<file path="config.mk">
export PLATFORM = sky130hd
export DESIGN_NAME = rr_mux4_arbiter
export DESIGN_NICKNAME = d
export VERILOG_FILES = /design/src/rtl/rr_mux4_arbiter.sv
export SDC_FILE = /design/constraint.sdc
export NUM_CORES = 1
export LEC_CHECK = 0
export CORE_ASPECT_RATIO = 1.4
export CORE_MARGIN = 2
export CORE_UTILIZATION = 40
export CTS_CLUSTER_DIAMETER = 50
export DETAILED_ROUTE_END_ITERATION = 10
export PLACE_DENSITY = 0.87
export REMOVE_ABC_BUFFERS = 1
export SETUP_SLACK_MARGIN = 0.5
export SLEW_MARGIN = 20
export SYNTH_ARGS = -nofsm -noshare
export SYNTH_HDL_FRONTEND = slang
export SYNTH_SLANG_ARGS = --single-unit
</file>
<file path="constraint.sdc">
create_clock -name clk -period 5.6 [get_ports clk]
set_clock_uncertainty 0.2 [all_clocks]
set_input_delay 1.12 -clock clk [delete_from_list [all_inputs] [get_ports clk]]
set_output_delay 1.12 -clock clk [all_outputs]
set_load 0.02 [all_outputs]
</file>
<file path="src/rtl/rr_mux4_arbiter.sv">
// Round-robin arbiter sharing one DW-bit datapath between four requesters.
// The owner's word is driven downstream through a combinational 4:1 mux with a
// valid/ready handshake. Each grant is limited to MAX_HOLD accepted beats.
module rr_mux4_arbiter #(
  parameter int unsigned DW       = 16,
  parameter int unsigned MAX_HOLD = 8
) (
  input  logic          clk,
  input  logic          rst,
  input  logic [3:0]    req,
  input  logic [DW-1:0] data_a,
  input  logic [DW-1:0] data_b,
  input  logic [DW-1:0] data_c,
  input  logic [DW-1:0] data_d,
  input  logic          out_ready,
  output logic [3:0]    grant,
  output logic          s0,
  output logic          s1,
  output logic          out_valid,
  output logic [DW-1:0] out_data,
  output logic          busy
);

  localparam int unsigned CW = 8;
  // Count value at which the next accepted beat ends the burst.
  localparam logic [CW-1:0] HOLD_LAST = CW'(MAX_HOLD - 1);

  typedef enum logic {
    IDLE  = 1'b0,
    GRANT = 1'b1
  } state_t;

  state_t        state;
  logic [1:0]    ptr;
  logic [1:0]    sel;
  logic [CW-1:0] count;
  logic [1:0]    pick;
  logic          pick_vld;
  logic          owner_req;
  logic          accept;

  assign s0        = sel[0];
  assign s1        = sel[1];
  assign busy      = (state == GRANT);
  assign owner_req = req[sel];
  assign out_valid = (state == GRANT) && owner_req;
  assign accept    = out_valid && out_ready;

  // Pick the first requester scanning ptr, ptr+1, ... (mod 4); the lowest
  // offset is visited last so it wins.
  always_comb begin
    pick     = ptr;
    pick_vld = 1'b0;
    for (int i = 3; i >= 0; i--) begin
      if (req[ptr + 2'(i)]) begin
        pick     = ptr + 2'(i);
        pick_vld = 1'b1;
      end
    end
  end

  // Combinational 4:1 data mux driven by the registered selects.
  always_comb begin
    out_data = data_a;
    case (sel)
      2'd0: out_data = data_a;
      2'd1: out_data = data_b;
      2'd2: out_data = data_c;
      2'd3: out_data = data_d;
    endcase
  end

  // Arbitration FSM: grant on a request, release on request drop or burst limit.
  always_ff @(posedge clk) begin
    if (rst) begin
      state <= IDLE;
      grant <= 4'b0000;
      sel   <= 2'd0;
      ptr   <= 2'd0;
      count <= '0;
    end else begin
      case (state)
        IDLE: begin
          if (pick_vld) begin
            state <= GRANT;
            grant <= 4'b0001 << pick;
            sel   <= pick;
            count <= '0;
          end
        end
        GRANT: begin
          if (!owner_req || (accept && (count == HOLD_LAST))) begin
            state <= IDLE;
            grant <= 4'b0000;
            ptr   <= sel + 2'd1;
            count <= '0;
          end else if (accept) begin
            count <= count + CW'(1);
          end
        end
        default: begin
          state <= IDLE;
          grant <= 4'b0000;
        end
      endcase
    end
  end

endmodule

</file>
==> results.md <==
- Status: complete, no violations
- Ys async rst share: 0%
- Reg2reg path depth: 5
- Power density over cell area: 170 nW/µm²
- Hold_sp: grant[3]
- Dpl cells: 303
- Peak supply drop: 0.000205 V
- H-tree Lvls: 1
- Die area: 4270 µm²
- Crit path launch type: input pin
- Max-cap violations: 0
- First-pass GRT wire length: 8160 µm
- EDFF count, synth: 0
- Yosys warnings: 0
- Max clock buf depth: 2
- Overall power: 0.423 mW
- # IOs: 95
- Port bufs: 94
- Syn Area/Cell: 8.55 µm²
- Clock transition at path regs: 60 ps
- Critical Path AT: 2920 ps
- Post-CTS sizing: 0
- Worst-Margin Slew: 961 ps
- Required @ worst endpoint: 4280 ps
- Starting Density: 41.3%
- Top cell type's share of synthesized area: 22.6%
- Area delta synth->final: 65.6%
- GPL Wtd Cong: 0.830
- Setup bufs post-CTS: 0
- Fin. Hold Viols: 0
- Post-Layout Cell Count: 307
- Congestion Overflow GR: 0
- Most common cell after layout, fill and taps aside: clkdlybuf4s50_1
- Area of the multi-input gates: 1000 µm²
- Total track usage: 23.7%
- Share of layout cells above drive strength 1: 8.68%
- Die Span X: 55.8 µm
- DRT Wirelength: 5140 µm
- Register bit total from synthesis: 17
- Crit path cell chain: clkdlybuf4s50_1 -> mux2i_1 -> o22ai_1 -> clkdlybuf4s50_1
- Final core occ: 68.3%
- Vias in the first global route: 1674
- Clock power share: 21.9%
- DRT antenna net count: 0
- DRT Pass-1 Iters: 6
- Critical Path Source: req[0]
- Num rows: 26
- Sequential fraction of the synthesis area: 22.6%
- Mapped Area: 1500 µm²
- Register Area: 340 µm²
- Slew HR: 36.0%
- Most frequent cells in the layout: clkdlybuf4s50_1, inv_1, mux2i_1, dfxtp_1, a222oi_1
- WHS: 257 ps
- RR Endpoint: count[2]
- Post-DP HPWL: 4040 µm
- Top Metal Used: met4
- TritonCTS clock tree: yes
- Met2 WL post-DR: 2360 µm
- Sw Ratio: 32.9%
- Most used cell, CP: clkdlybuf4s50_1
- Initial antenna violation count: 0
- NumNets Final: 342
- Setup violators final: 0
- Slowest stage delay, CP: 670 ps
- RSZ-0062 raised after global routing: no
- Synth Flop Type: dfxtp_1
- Max Slew Vio Count: 0
- Min Tclk post-route: 4240 ps
- Die height: 76.6 µm
- Fill cells: 317
- Met3 WL: 546 µm
- Seq pwr share: 31.7%
- DR iter-0 viols: 155
- CP Max Fanout: 8
- Wl on met1: 2110 µm
- Hold buffer count at cts: 0
- Detail-routed via count per cell: 5.67
- Worst-Skew Late Latency: 260 ps
- Comb pwr share: 46.4%
- Largest area contributor in the netlist: dfxtp_1
- Residual DRC count: 0
- Diode count: 0
- Via count: 1742
- Leakage power: 0.986 nW
- Top cells by area, synth: dfxtp_1, mux2i_1, a222oi_1, inv_1, a21oi_2
- Clock sink total: 17
- DR WL/cell: 16.8 µm
- Int Pwr: 0.284 mW
- FF-to-FF Start: sel[1]
- Largest net degree at the start of global routing: 18
- Final period util: 75.8%
- Number of buffers created by CTS: 3
- Netlist cell types: 44
- Core area: 3640 µm²
- Worst Hold Class: flip-flop to flip-flop
- P_sw: 0.139 mW
- Cells after Synth: 176
- CTS Root Cell: clkbuf_8
- CP Capture Point: out_valid
- CP max-delay cell: clkdlybuf4s50_1
- Internal reg-to-reg setup slack: 3290 ps
- Setup TNS Final: 0 ps
- Crit Path Class: input pin to primary output
- Crit path capture type: primary output
- Maximum clock frequency: 0.236 GHz
[state kept, by name, summed over array words and instances, names as in the netlist]
signal / cells
count: 8
grant: 4
busy: 1
ptr: 2
sel: 2
[per-layer routing]
metal  global-route usage, %  vias to the layer above
li1                        -                      851
met1                    28.9                      802
met2                    38.5                       80
met3                    7.81                        9
met4                    9.29                        0
met5                       0                        -
[critical path, delay by kind of cell]
kind	cells	cell delay (ps)
AO/OA/AOI/OAI	1	270
buffers and inverters	2	1330
multiplexers	1	210
[worst min-delay path by stage]
stage               endpoint  slack (ps)  cells after the start
floorplan           count[7]         260                      2
global placement    grant[2]         250                      2
detailed placement  grant[3]         250                      2
CTS                 grant[3]         260                      2
global route        grant[1]         280                      2
finish              grant[3]         260                      2
[stage by stage]
step	worst slack, ps	instance area (µm²)
after floorplan	2530	1440
after global placement	1420	2440
after detailed placement	1400	2440
after CTS	1390	2490
after global routing	1310	2490
final	1360	2490
[area by class of cell]
type / count / area share, %
Clock inverter: 1 / 0.201
Clock buffer: 3 / 1.66
Multi-Input combinational cell: 122 / 40.2
Tap cell: 42 / 2.11
Sequential cell: 17 / 13.7
Inverter: 27 / 4.07
Timing Repair Buffer: 95 / 38.1
[power groups by stage]
stage | Combinational, mW | Sequential, mW | Clock [mW]
4_1_cts | 0.198 | 0.134 | 0.0949
3_5_place_dp | 0.197 | 0.137 | 0
2_1_floorplan | 0.0860 | 0.140 | 0
6_report | 0.197 | 0.134 | 0.0927
5_1_grt | 0.209 | 0.135 | 0.101
3_3_place_gp | 0.194 | 0.137 | 0
[synthesized netlist by cell type, types with 2 or more instances]
cell type,number
a21oi_1,3
nor2_1,4
dfxtp_1,17
ha_1,5
and3_1,2
nand2_1,9
nand2b_1,2
or3_1,2
o32ai_1,4
mux2i_1,19
o21bai_1,2
buf_6,3
inv_1,27
o21a_1,2
nor3_1,4
nor4_1,2
nor2b_1,2
a31oi_1,2
a222oi_1,16
or2_2,2
a21oi_2,8
clkbuf_1,6
o31ai_1,5
or4_1,6
nand3_1,3
[cell families (layout without fill, tap and decap cells)]
family                   after synthesis  after routing  synth area share (%)
AO/OA/AOI/OAI                         50             50                  30.1
AND/OR/NAND/NOR                       47             47                  18.9
buffers and inverters                 37            126                  10.8
multiplexers                          20             20                  13.4
flip-flops                            17             17                  22.6
adder cells (fa/ha/maj)                5              5                  4.16
(Power assumes the default switching activity.)
==> edit 1, RTL diff (same flow settings) <==
Set the localparam `CW` to 10 (it was 8).
--- a/src/rtl/rr_mux4_arbiter.sv
+++ b/src/rtl/rr_mux4_arbiter.sv
@@ -22,5 +22,5 @@
 );
 
-  localparam int unsigned CW = 8;
+  localparam int unsigned CW = 10;
   // Count value at which the next accepted beat ends the burst.
   localparam logic [CW-1:0] HOLD_LAST = CW'(MAX_HOLD - 1);
Formal check against the unedited RTL: same outputs for any inputs over 10 cycles, from zero or initial values and one cycle with rst high; that may be too few to reach the edited logic, so the function may still have changed.
==> edit 1 against the original RTL <==
  * Synthesized cell count up 7.4%
  * Wire length rose by 9.0%
  * Worst setup slack got worse by 13 ps
  * Synthesized area grew 8.2%
  * Register-to-register slack gained 30 ps
  * Critical path depth unchanged
  * Sequential cell count up 2
  * Count of clock-buffer cells in the layout is 1 higher
  * Critical endpoint unchanged
  * Design area increased by 4.6%
  * Total power increased by 5.5%
==> edit 1: results (changes against the original RTL) <==
outcome: "finished, final reports clean"
hold_end: "grant[0]$_SDFFE_PP0P_"
drt_wl_total_microns: 5605  # +9.0%
ys_seq_area_share_pct: 23.37  # +0.74 points
reg2reg_depth: 4  # -1
worstMarginPinSlew_ps: 957.4  # -3.130 ps
final_nets: 351  # +2.6%
avgRoutedWirePerCell_microns: 17.68  # +5.5%
max_stage_delay_ps: 700  # +30 ps
cp_max_fo: 7  # -1
drt-met1-wl_microns: 2130  # +1.0%
place_hpwl_microns: 4247  # +5.2%
wl_met2_microns: 2428  # +3.0%
ys_top_cells_by_count: "inv_1, dfxtp_1, mux2i_1"
drt-pass1-iter-count: 5  # -1
reg2reg_from: "busy$_SDFF_PP0_"
grt_max_degree: 27  # +9
grt_usage_pct: 23.67  # -0.072 points
gp_congestion: 0.9001  # +8.5%
wl_met3_microns: 924  # +69%
drive_gt1_share_pct: 6.934  # -1.7 points
globalRouteMet2Util_pct: 37.61  # -0.84 points
nFillCells: 337  # +6.3%
regToRegSetupSlack_ps: 3320  # +30 ps
r2r-end: "grant[1]$_SDFFE_PP0P_"
cts_buffer_depth: 2  # unchanged
drtIter0Drc: 162  # +4.5%
hold_start: "grant[0]$_SDFFE_PP0P_"
vias: 1907  # +9.5%
synthCells: 189  # +7.4%
leakagePower_nw: 1.000  # +1.4%
grt_pass1_vias: 1807  # +7.9%
use_met1_pct: 25.89  # -3.0 points
top_regs: "count (10), grant (4)"
synth_area_leaders: "dfxtp_1, mux2i_1, a222oi_1, inv_1, a211oi_2"
ir_worst_vdd_mv: 0.1936  # -5.4%
globalRouteMet3Util_pct: 13.61  # +5.8 points
edit 1: cell types whose count changed in the layout (fill, tap and decap cells not counted), sizes merged, moves of 2 or more:
cell,delta
a211oi,+10
nand2b,+8
a21oi,-7
inv,-5
and3,-2
dfxtp,+2
nand4,+2
nor3,-2
nor4,-2
o41ai,+2
edit 1: power breakdown:
group / internal [mW] / switching [mW] / total (mW)
Combinational: 0.108 / 0.0920 / 0.200
Clock: 0.0508 / 0.0476 / 0.0984
Sequential: 0.141 / 0.00783 / 0.149
edit 1: stage by stage:
step | area [sq um] | setup slack (ps) | hold slack [ps]
4_1_cts | 2604 | 1349 | 286.6
3_5_place_dp | 2559 | 1401 | 276.0
5_1_grt | 2604 | 1269 | 301.0
3_3_place_gp | 2559 | 1421 | 268.0
6_report | 2604 | 1345 | 285.3
2_1_floorplan | 1556 | 2553 | 273.7
edit 1: layout make-up:
type / instances / area, sq um / share of cell area, %
well taps: 43 / 53.80 / 2.066
multi-input cells: 134 / 1094 / 42.00
repair buffers: 95 / 948.4 / 36.42
inverters: 22 / 82.58 / 3.172
clock buffers: 4 / 45.04 / 1.730
flip-flops and latches: 19 / 380.4 / 14.61
edit 1: cell families (layout without fill, tap and decap cells):
logic type / count (synthesis) / count (layout) / share of synthesized area (%)
flip-flops: 19 / 19 / 23.37
buffers and inverters: 36 / 121 / 9.454
AO/OA/AOI/OAI: 57 / 57 / 30.82
adder cells (fa/ha/maj): 5 / 5 / 3.843
AND/OR/NAND/NOR: 52 / 52 / 20.14
multiplexers: 20 / 20 / 12.37
edit 1: critical path, delay by kind of cell:
kind                   cells  cell delay (ps)
AO/OA/AOI/OAI              1              370
buffers and inverters      2             1290
multiplexers               1              150
==> edit 2, RTL diff (config.mk and constraints unchanged) <==
Without the edit above. Reset style: asynchronous (`rst`), changed in one clocked block.
--- a/src/rtl/rr_mux4_arbiter.sv
+++ b/src/rtl/rr_mux4_arbiter.sv
@@ -72,5 +72,5 @@
 
   // Arbitration FSM: grant on a request, release on request drop or burst limit.
-  always_ff @(posedge clk) begin
+  always_ff @(posedge clk or posedge rst) begin
     if (rst) begin
       state <= IDLE;
Function: differs if rst is asserted again (counterexample within 4 cycles, from zero or initial values and one cycle with rst high); with rst held inactive, the same outputs for 10 cycles.
==> edit 2 against the original RTL <==
  * Worst setup slack better by 22 ps
  * Non-clock buffer count decreased by 1
  * Sequential cell count unchanged
  * Wire length down 2.4%
  * Register-to-register slack gained 220 ps
  * Design area decreased by 0.50%
  * Via count fell by 1.5%
  * Count of clock-buffer cells in the layout is 1 higher
  * Highest routed layer unchanged
  * Critical endpoint unchanged
  * Synthesized area down 1.1%
  * Cell count shrank 2.6%
Power is not compared: it rests on default switching activity, and its combinational part moved more than twofold at a synthesized area within 25%.
==> edit 2: results (changes against the original RTL) <==
gp_congestion: 0.8706  # +4.9%
hold_start: "count[0]$_DFFE_PP0P_"
place_hpwl_microns: 4015  # -0.55%
drt-met1-wl_microns: 2004  # -5.0%
crit_start: "req[3]"
nFillCells: 301  # -5.0%
cp_max_fo: 9  # +1
ys_top_cells_by_count: "inv_1, dfrtp_1, mux2i_1"
outcome: "finished, final reports clean"
synth_cell_types: 41  # -6.8%
drt-pass1-iter-count: 4  # -2
grt_usage_pct: 23.97  # +0.22 points
vias: 1715  # -1.5%
globalRouteMet3Util_pct: 4.924  # -2.9 points
avgRoutedWirePerCell_microns: 16.78  # +0.18%
place_worst_setup_slack_ps: 1392  # -12.70 ps
synth-main-ff-cell: "dfrtp_1"
sh_seq_area_pct: 17.17  # +3.5 points
relSlewSlack_pct: 36.83  # +0.87 points
inverters: 28  # +3.7%
r2r-end: "count[7]$_DFFE_PP0P_"
reg2reg_depth: 4  # -1
critPathArrivalTime_ps: 2900  # -20 ps
wl_met2_microns: 2562  # +8.7%
async_flop_share_pct: 100.0  # +100 points
final.clkbuf_count: 4  # +1
reg2reg_from: "sel[0]$_DFFE_PP0P_"
buffers_excl_clock: 94  # -1.1%
numSequentialCells: 17  # unchanged
drtIter0Drc: 134  # -14%
use_met1_pct: 28.25  # -0.62 points
grt_pass1_wl_microns: 8355  # +2.4%
hold_path_depth: 1  # -1
ctsResizeCount: 0  # unchanged
globalRouteMet2Util_pct: 43.45  # +5.0 points
hold_end: "count[0]$_DFFE_PP0P_"
drive_gt1_share_pct: 3.502  # -5.2 points
regToRegSetupSlack_ps: 3510  # +220 ps
multi_input_cells: 114  # -6.6%
buf_share_pct: 37.98  # -0.11 points
ys_seq_area_share_pct: 28.60  # +6.0 points
final_nets: 334  # -2.3%
placed_cell_area_sq_um: 2432  # -0.46%
clk_share_pct: 1.818  # -0.041 points
edit 2: changes by cell type in the layout (fill, tap and decap cells not counted), sizes merged, moves of 3 or more:
| cell | change |
|---|---|
| dfrtp | +17 |
| dfxtp | -17 |
| o21ai | +5 |
| nor3 | -4 |
| o22ai | +4 |
| o32ai | -4 |
| nand2 | -3 |
edit 2: metrics by stage:
step,util [%],std cells,hold slack (ps)
2_1_floorplan,-,159,266.3
3_3_place_gp,67.36,295,294.1
3_5_place_dp,67.36,295,298.2
4_1_cts,68.61,299,311.2
5_1_grt,68.61,299,338.4
6_report,68.61,299,311.8
edit 2: kinds of logic (layout without fill, tap and decap cells):
family	after synthesis	count (layout)	share of synthesized area (%)
compound gates	52	52	27.17
fa+ha+maj	5	5	4.205
buf+inv	38	126	10.34
flops	17	17	28.60
mux	21	21	15.39
simple gates	36	36	14.30
